## src/rtl/tri_pkg.sv

```systemverilog
// Shared types for the triangle stream receiver: the buffered record layout
// and the three-vertex min/max helper used to build the bounding box.
package tri_pkg;

  localparam int COORD_W = 16;
  localparam int COLOR_W = 16;

  typedef struct packed {
    logic [3*COORD_W-1:0] x;
    logic [3*COORD_W-1:0] y;
    logic [3*COORD_W-1:0] z;
    logic [COLOR_W-1:0]   color;
    logic [COORD_W-1:0]   xmin;
    logic [COORD_W-1:0]   xmax;
    logic [COORD_W-1:0]   ymin;
    logic [COORD_W-1:0]   ymax;
    logic                 last;
  } tri_rec_t;

  // Returns {max, min} over the three packed vertex coordinates {v2,v1,v0}.
  function automatic logic [2*COORD_W-1:0] min_max3(input logic [3*COORD_W-1:0] v);
    logic [COORD_W-1:0] a, b, c, mn, mx;
    a  = v[COORD_W-1:0];
    b  = v[2*COORD_W-1:COORD_W];
    c  = v[3*COORD_W-1:2*COORD_W];
    mn = (a < b) ? a : b;
    mn = (c < mn) ? c : mn;
    mx = (a > b) ? a : b;
    mx = (c > mx) ? c : mx;
    return {mx, mn};
  endfunction

endpackage

```

## src/rtl/tri_fifo.sv

```systemverilog
// First-word-fall-through FIFO of triangle records; the head is visible
// combinationally whenever the FIFO is not empty.
module tri_fifo
  import tri_pkg::*;
#(
  parameter  int DEPTH = 16,
  localparam int AW    = $clog2(DEPTH)
) (
  input  logic          clk_in,
  input  logic          rst_in,
  input  logic          i_push,
  input  tri_rec_t      i_rec,
  input  logic          i_pop,
  output tri_rec_t      o_head,
  output logic          o_full,
  output logic          o_empty,
  output logic [AW:0]   o_level
);

  tri_rec_t        r_mem [DEPTH];
  logic [AW-1:0]   r_wr_ptr;
  logic [AW-1:0]   r_rd_ptr;
  logic [AW:0]     r_level;
  logic            w_do_push;
  logic            w_do_pop;

  assign o_full    = (r_level == (AW+1)'(DEPTH));
  assign o_empty   = (r_level == '0);
  assign w_do_pop  = i_pop & ~o_empty;
  // A full FIFO still accepts a write when the head leaves in the same cycle.
  assign w_do_push = i_push & (~o_full | w_do_pop);

  // NOTE: storage is deliberately not reset; emptiness is tracked by the
  // pointers and level alone, and the head is masked while empty.
  always_ff @(posedge clk_in) begin
    if (w_do_push) r_mem[r_wr_ptr] <= i_rec;
  end

  always_ff @(posedge clk_in or posedge rst_in) begin
    if (rst_in) begin
      r_wr_ptr <= '0;
      r_rd_ptr <= '0;
      r_level  <= '0;
    end else begin
      if (w_do_push) r_wr_ptr <= r_wr_ptr + AW'(1);
      if (w_do_pop)  r_rd_ptr <= r_rd_ptr + AW'(1);
      unique case ({w_do_push, w_do_pop})
        2'b10:   r_level <= r_level + (AW+1)'(1);
        2'b01:   r_level <= r_level - (AW+1)'(1);
        default: r_level <= r_level;
      endcase
    end
  end

  assign o_head  = o_empty ? '0 : r_mem[r_rd_ptr];
  assign o_level = r_level;

endmodule

```

## src/rtl/tri_stream_receiver.sv

```systemverilog
// Receives generator triangles, registers them with their bounding box,
// buffers them for the rasterizer and keeps per-frame counts and overflow.
module tri_stream_receiver
  import tri_pkg::*;
#(
  parameter  int DEPTH = 16,
  parameter  int CNT_W = 12,
  localparam int LW    = $clog2(DEPTH) + 1
) (
  input  logic                 clk_in,
  input  logic                 rst_in,
  input  logic                 valid_in,
  input  logic [3*COORD_W-1:0] triangle_x,
  input  logic [3*COORD_W-1:0] triangle_y,
  input  logic [3*COORD_W-1:0] triangle_z,
  input  logic [COLOR_W-1:0]   color,
  input  logic                 last_in,
  input  logic                 tri_ready_in,
  output logic                 tri_valid_out,
  output logic [3*COORD_W-1:0] tri_x_out,
  output logic [3*COORD_W-1:0] tri_y_out,
  output logic [3*COORD_W-1:0] tri_z_out,
  output logic [COLOR_W-1:0]   tri_color_out,
  output logic [4*COORD_W-1:0] bbox_out,
  output logic                 tri_last_out,
  output logic                 frame_done_out,
  output logic [CNT_W-1:0]     frame_count_out,
  output logic                 overflow_out,
  output logic [LW-1:0]        fifo_level_out
);

  tri_rec_t              w_rec;
  tri_rec_t              w_head;
  logic [2*COORD_W-1:0]  w_x_mm;
  logic [2*COORD_W-1:0]  w_y_mm;
  logic                  w_full;
  logic                  w_empty;
  logic                  w_pop;
  logic                  w_push;
  logic                  w_drop;
  logic [CNT_W-1:0]      w_cnt_inc;

  tri_rec_t              r_s1;
  logic                  r_s1_valid;
  logic                  r_overflow;
  logic                  r_frame_done;
  logic [CNT_W-1:0]      r_frame_cnt;
  logic [CNT_W-1:0]      r_frame_count;

  // NOTE: every field of w_rec is assigned on every pass, so no latch forms.
  always_comb begin
    w_x_mm     = min_max3(triangle_x);
    w_y_mm     = min_max3(triangle_y);
    w_rec.x     = triangle_x;
    w_rec.y     = triangle_y;
    w_rec.z     = triangle_z;
    w_rec.color = color;
    w_rec.xmin  = w_x_mm[COORD_W-1:0];
    w_rec.xmax  = w_x_mm[2*COORD_W-1:COORD_W];
    w_rec.ymin  = w_y_mm[COORD_W-1:0];
    w_rec.ymax  = w_y_mm[2*COORD_W-1:COORD_W];
    w_rec.last  = last_in;
  end

  always_ff @(posedge clk_in or posedge rst_in) begin
    if (rst_in) begin
      r_s1_valid <= 1'b0;
      r_s1       <= '0;
    end else begin
      r_s1_valid <= valid_in;
      if (valid_in) r_s1 <= w_rec;
    end
  end

  assign w_pop     = ~w_empty & tri_ready_in;
  assign w_push    = r_s1_valid & (~w_full | w_pop);
  assign w_drop    = r_s1_valid & ~w_push;
  assign w_cnt_inc = (w_push && r_frame_cnt != '1) ? r_frame_cnt + CNT_W'(1) : r_frame_cnt;

  always_ff @(posedge clk_in or posedge rst_in) begin
    if (rst_in) begin
      r_overflow    <= 1'b0;
      r_frame_done  <= 1'b0;
      r_frame_cnt   <= '0;
      r_frame_count <= '0;
    end else begin
      r_overflow   <= r_overflow | w_drop;
      r_frame_done <= 1'b0;
      if (r_s1_valid && r_s1.last) begin
        r_frame_done  <= 1'b1;
        r_frame_count <= w_cnt_inc;
        r_frame_cnt   <= '0;
      end else begin
        r_frame_cnt   <= w_cnt_inc;
      end
    end
  end

  tri_fifo #(.DEPTH(DEPTH)) u_fifo (
    .clk_in  (clk_in),
    .rst_in  (rst_in),
    .i_push  (w_push),
    .i_rec   (r_s1),
    .i_pop   (w_pop),
    .o_head  (w_head),
    .o_full  (w_full),
    .o_empty (w_empty),
    .o_level (fifo_level_out)
  );

  assign tri_valid_out   = ~w_empty;
  assign tri_x_out       = w_head.x;
  assign tri_y_out       = w_head.y;
  assign tri_z_out       = w_head.z;
  assign tri_color_out   = w_head.color;
  assign bbox_out        = {w_head.xmax, w_head.xmin, w_head.ymax, w_head.ymin};
  assign tri_last_out    = w_head.last;
  assign frame_done_out  = r_frame_done;
  assign frame_count_out = r_frame_count;
  assign overflow_out    = r_overflow;

endmodule
```

## config.mk

```make
export PLATFORM = sky130hd
export DESIGN_NAME = tri_stream_receiver
export DESIGN_NICKNAME = d
export VERILOG_FILES = /design/src/rtl/tri_pkg.sv /design/src/rtl/tri_fifo.sv /design/src/rtl/tri_stream_receiver.sv
export SDC_FILE = /design/constraint.sdc
export NUM_CORES = 2
export LEC_CHECK = 0
export BUFFER_PORTS_ARGS = -buffer_cell sky130_fd_sc_hd__buf_2
export CELL_PAD_IN_SITES_DETAIL_PLACEMENT = 0
export CELL_PAD_IN_SITES_GLOBAL_PLACEMENT = 1
export CORE_MARGIN = 4
export CORE_UTILIZATION = 55
export DETAILED_ROUTE_END_ITERATION = 10
export PLACE_DENSITY = 0.82
export SYNTH_ARGS = -nofsm -noshare
export SYNTH_HDL_FRONTEND = slang
export SYNTH_SLANG_ARGS = --single-unit
```

## constraint.sdc

```tcl
create_clock -name clk_in -period 31.2 [get_ports clk_in]
set_input_delay 3.12 -clock clk_in [delete_from_list [all_inputs] [get_ports clk_in]]
set_output_delay 3.12 -clock clk_in [all_outputs]
set_load 0.03 [all_outputs]
```

# Word level (Yosys, flattened, before mapping)
# Memory sizes are Yosys's and may differ from the RTL's.
# Index checks and enable logic that the tools add are counted.
[classes]
addsub = 5
magnitude_cmp = 8
n_eq_ne = 4
n_mux = 15
bitwise = 11
reduce_logical = 4
[ops]
columns = ["operator", "n"]
rows = [
  ["2-to-1 mux 225 bit", 1],
  ["2-to-1 mux 16 bit", 8],
  ["greater-than comparator 16 bit", 4],
  ["< comparator 16 bit", 4],
  ["2-to-1 mux 12 bit", 2],
  ["adder 12 x 1 -> 12 bit, second input constant", 1],
  ["inequality test 12 bit, second input constant", 1],
  ["case mux 5 bit (2 select lines)", 1],
  ["adder 4 x 1 -> 4 bit, second input constant", 2],
  ["adder 5 x 1 -> 5 bit, second input constant", 1],
  ["bitwise AND 1 bit", 5],
  ["equality test 5 bit, second input constant", 1],
  ["logical NOT 5 bit", 1],
  ["subtractor 5 x 1 -> 5 bit, second input constant", 1],
  ["2-to-1 mux 1 bit", 3],
  ["NOT 1 bit", 3],
  ["OR 1 bit", 3],
  ["equality test 2 x 1 -> 1 bit, second input constant", 1],
  ["equality test 2 bit, second input constant", 1],
  ["logical AND 1 bit", 2],
  ["nonzero test 2 bit", 1],
]
[totals]
reg_bits = 265
ram_bits = 3600
wordCells = 65
n_memories = 1
[mem_list]
columns = ["name", "words", "word_bits", "rd", "rd_clocked_by_memory_dff", "wr", "line_no", "text"]
rows = [
  ["u_fifo.r_mem", 16, 225, 1, 0, 1, "tri_fifo.sv:20", "tri_rec_t r_mem [DEPTH];"],
]

# Depth between registers and ports, before layout
[logic_depth]
depth_word = 8
ltp_mapped = 19
ltp_nobuf = 16

# Hierarchy
# A second synthesis with hierarchy kept.
[unflattened]
hier_cells = 6910
hier_area_um2 = 150082.7
[modules_own_cells]
columns = ["mod", "instances", "cells_each", "area_each_um2", "seq_area_each_um2"]
rows = [
  ["tri_fifo", 1, 5777, 136838.7, 108429.0],
  ["tri_stream_receiver", 1, 1133, 13244.0, 6306.0],
]

# Worst setup path before layout
# OpenSTA, ideal clock, no wires.
[synth_path]
kind = "input to register"
from = "input tri_ready_in"
to = "memory u_fifo.r_mem[0][0] (netlist bit) (enable)"
arrival_time_ps = 24915
required_time_ps = 29841
slack_ps = 4926
path_stages = 5
path_buffers = 1
path_cell_list = "nand2b_1 o21a_1 clkbuf_1 inv_1 nor4_1"
[synth_between]
elab_chain_len = 6
[synth_lines]
columns = ["element", "line_no", "text"]
rows = [
  ["start: declaration", "tri_stream_receiver.sv:18", "input logic tri_ready_in,"],
  ["bitwise AND 1 bit (*)", "tri_stream_receiver.sv:75", "assign w_pop = ~w_empty & tri_ready_in;"],
  ["OR 1 bit / bitwise AND 1 bit (equally long branches)", "tri_stream_receiver.sv:76, tri_fifo.sv:29", ""],
  ["bitwise AND 1 bit / OR 1 bit (equally long branches)", "tri_stream_receiver.sv:76, tri_fifo.sv:31", ""],
  ["bitwise AND 1 bit (*)", "tri_fifo.sv:31", "assign w_do_push = i_push & (~o_full | w_do_pop);"],
  ["2-to-1 mux 1 bit (*)", "tri_fifo.sv:36", "if (w_do_push) r_mem[r_wr_ptr] <= i_rec;"],
  ["2-to-1 mux 1 bit (not written as such) (*)", "tri_fifo.sv:36", ""],
  ["end: declaration", "tri_fifo.sv:20", ""],
]
# Mark *: on every way between the ends. The rest lies on a longest branch, timed or not.

# Final worst setup path
[layout_path]
from = "register u_fifo.r_rd_ptr[0]"
to = "output tri_y_out[23]"
[layout_between]
elab_chain_len = 2
[layout_lines]
columns = ["element", "line_no", "text"]
rows = [
  ["start: declaration", "tri_fifo.sv:22", "logic [AW-1:0] r_rd_ptr;"],
  ["start signal: assignment", "tri_fifo.sv:46", "if (w_do_pop) r_rd_ptr <= r_rd_ptr + AW'(1);"],
  ["memory (16 x 225 bit)", "n/a", ""],
  ["2-to-1 mux 225 bit", "tri_fifo.sv:55", "assign o_head = o_empty ? '0 : r_mem[r_rd_ptr];"],
  ["end: declaration", "tri_stream_receiver.sv:21", "output logic [3*COORD_W-1:0] tri_y_out,"],
]
# No other way between the ends.

==> summary.md <==
| Metric | Value |
|---|---|
| TritonCTS clock tree | built |
| Final Routed Wirelength | 369,100 um |
| Final setup violation count | 0 |
| Yosys reg bits | 3,865 |
| Die height | 530.0 um |
| Clock slew seen by the registers of the worst setup and hold paths | 0.06 ns |
| CTS Buffer Depth | 4 |
| Vias | 71,566 |
| Most used cell, CP | buf_4 |
| Fraction of layout cells with a size suffix above 1 | 0.3299 |
| Number of gates resized after CTS | 0 |
| Synth Cell Area | 0.1499 mm2 |
| VDD IR max | 0.09722 mV |
| Min Clock Period, post-route | 10.97 ns |
| Ys async rst share | 0.06856 |
| Root buffer cell | clkbuf_16 |
| Global-route wire length before repair | 533,500 um |
| Top cell family by delay on the critical path | buffers and inverters |
| Kind of critical path | reg -> out |
| Final core utilization | 0.6236 |
| Power Total | 16.33 mW |
| CP bufs+invs | 6 |
| Worst skew pair latency | 0.93 ns |
| I/O Pins | 410 |
| Post-synth EDFFs | 3,600 |
| Tcrit/Tclk final | 0.3515 |
| WP data required | 28.08 ns |
| Post-DP HPWL | 188,900 um |
| H-tree depth | 5 |
| GPL Wtd Cong | 0.8483 |
| Setup bufs post-CTS | 0 |
| Port buffer count | 409 |
| Vias in the first global route | 73,780 |
| Clk sink count | 3,865 |
| Relative slew slack | 0.1991 |
| Core area | 0.2710 mm2 |
| Worst slew pin tran | 1.201 ns |
| CTS Hold Buffers Added | 0 |
| Die width | 530.0 um |
| Std-Cell Rows | 191 |
| Slowest stage delay, CP | 1.00 ns |
| All-Layer GR Usage | 0.2639 |
| Synthesized Nets | 6,679 |
| Fin cells | 10,897 |
| Crit-path cells | buf_4 > buf_4 > buf_4 > buf_4 > buf_4 > mux4_2 > mux4_2 > and2_1 > buf_2 |
| DRC | 0 |
| Final nets | 7,261 |
| Syn Area/Cell | 23.39 um2 |
| Status | completed |
| Largest net degree at the start of global routing | 156 |
| Startpoint types | register |
| MaxCap Viol Count | 0 |
| Dpl cells | 10,175 |
| Sequential fraction of the synthesis area | 0.7655 |
| Yosys warnings | 0 |
| Mapped Cells | 6,409 |
| Clock skew | 0.07480 ns |
| Slew Viols, Final | 0 |
| Fmax | 0.09117 GHz |
| LEAKAGE | 54.98 nW |
| CP max FO | 51 |
| Synth cell types | 58 |
| Reg2reg start | u_fifo.o_level[0] |
| Initial antenna violation count | 19 |
| Initial Util | 0.5530 |
| Final Hold Fails | 0 |
| TritonCTS buffer count | 384 |
| Unrepaired setup endpoints after global routing | no |
| Most used DFF post-synth | edfxtp_1 |
| Final instance area | 0.1690 mm2 |
| Synthesis-to-finish area growth | 12.76% |
| DRT iter0 DRCs | 9,413 |
| Post-DRT Antenna Nets | 0 |
| Vias/cell | 6.567 |
| Hold Crit Start | overflow_out |
| Setup crit start | u_fifo.r_rd_ptr[0] |
| Cell Area, Placed | 0.1563 mm2 |
| Worst Path Arrival | 7.85 ns |
| Hold Path Class | reg -> reg |
| Cell Pwr Density | 96.65 mW/mm2 |
| Drt pass-1 iters | 6 |
| Avg WL per Cell | 33.87 um |
| Critical path capture point type | primary output |
| Fillers | 17,906 |
| Worst path slowest cell | dfrtp_4 |
| GR Overflow Total | 0 |
| DIE AREA | 0.2809 mm2 |
| Setup_tns | 0 ns |
-- area by class of cell --
cell class / count / area [um2] / share of cell area
antenna: 4 / 10.01 / 0.00005923
clock buffer: 518 / 10440 / 0.06176
clock inverter: 200 / 2257 / 0.01336
inverter: 54 / 210.2 / 0.001244
multi-input combinational: 2148 / 33620 / 0.1990
sequential: 3865 / 114800 / 0.6790
tap: 3570 / 4467 / 0.02643
timing repair buffer: 538 / 3238 / 0.01916
-- path summary, 6_finish.rpt --
path                                          to  slack (ns)  depth (start not counted)
max in group asynchronous              r_s1[192]       26.82                          4
hold reg to reg                     overflow_out        0.47                          1
min in group asynchronous              r_s1[220]        2.29                          2
hold / removal                      overflow_out        0.47                          1
setup reg to reg           u_fifo.r_mem[13][107]       26.39                          7
setup / recovery                   tri_y_out[23]       20.23                          9
-- stage by stage --
| step | hold WS [ns] | setup WS [ns] |
|---|---|---|
| 2_1_floorplan | 0.4724 | 4.926 |
| 3_3_place_gp | 0.4583 | 20.97 |
| 3_5_place_dp | 0.4652 | 20.92 |
| 4_1_cts | 0.4794 | 19.87 |
| 5_1_grt | 0.5070 | 19.34 |
| 6_report | 0.4733 | 20.23 |
-- where the power goes --
part / switching, mW / internal (mW) / total (mW)
logic: 2.92 / 2.12 / 5.03
registers: 0.348 / 6.34 / 6.68
clock network: 1.97 / 2.64 / 4.62
-- routing by layer --
layer / vias to the layer above / track usage / wire [um]
li1: 28403 / - / -
met1: 38504 / 0.3660 / 138300
met2: 3904 / 0.4344 / 186100
met3: 737 / 0.04372 / 31590
met4: 18 / 0.08827 / 12940
met5: - / 0 / 104
-- synthesized netlist by cell type, drive strengths merged, types with 18 or more instances --
master | number | share of area
ha | 104 | 0.0087
a21oi | 30 | 0.0010
buf | 114 | 0.0038
nand2 | 32 | 0.00080
inv | 54 | 0.0014
clkbuf | 228 | 0.0057
nor2 | 39 | 0.0010
mux2i | 66 | 0.0044
dfrtp | 265 | 0.044
nand4 | 25 | 0.0010
nor2b | 39 | 0.0016
o21ai | 62 | 0.0021
mux2 | 162 | 0.012
and2 | 231 | 0.0096
mux4 | 1125 | 0.17
edfxtp | 3600 | 0.72
a22o | 31 | 0.0018
a31oi | 34 | 0.0014
nand3 | 18 | 0.00060
o31a | 31 | 0.0018
o31ai | 32 | 0.0016
-- state kept, by name (all words and copies together), names as in the netlist --
register	count
u_fifo.r_mem	3600
frame_count_out	12
frame_done_out	1
u_fifo.r_rd_ptr	4
overflow_out	1
r_s1	225
r_s1_valid	1
u_fifo.r_wr_ptr	4
u_fifo.o_level	5
r_frame_cnt	12
-- cells by family (layout without fill, tap and decap cells) --
kind of cell	Yosys count	count (layout)	share of synthesized area
multiplexers	1353	1353	0.1856
flip-flops	3865	3865	0.7655
adder cells (fa/ha/maj)	105	105	0.008816
AO/OA/AOI/OAI	258	258	0.01200
buffers and inverters	396	1310	0.01089
other	0	4	0
XOR/XNOR	20	20	0.001169
AND/OR/NAND/NOR	412	412	0.01595
-- cells in the final DEF (no fill, tap or decap), types with 29 or more instances in the layout --
| cell type | count |
|---|---|
| nor2_1 | 34 |
| clkinv_1 | 51 |
| inv_1 | 52 |
| o31ai_1 | 32 |
| o31a_1 | 31 |
| o21ai_0 | 46 |
| clkbuf_16 | 388 |
| mux4_2 | 1125 |
| buf_4 | 112 |
| dfrtp_1 | 261 |
| and2_1 | 226 |
| a31oi_1 | 34 |
| nand2_1 | 32 |
| edfxtp_1 | 3600 |
| buf_2 | 408 |
| clkbuf_1 | 106 |
| nor2b_1 | 39 |
| ha_1 | 104 |
| mux2_2 | 162 |
| a22o_1 | 31 |
| bufinv_16 | 33 |
| mux2i_1 | 66 |
| a21oi_1 | 29 |
| clkinv_2 | 58 |
Power figures use the tool's default switching activity.
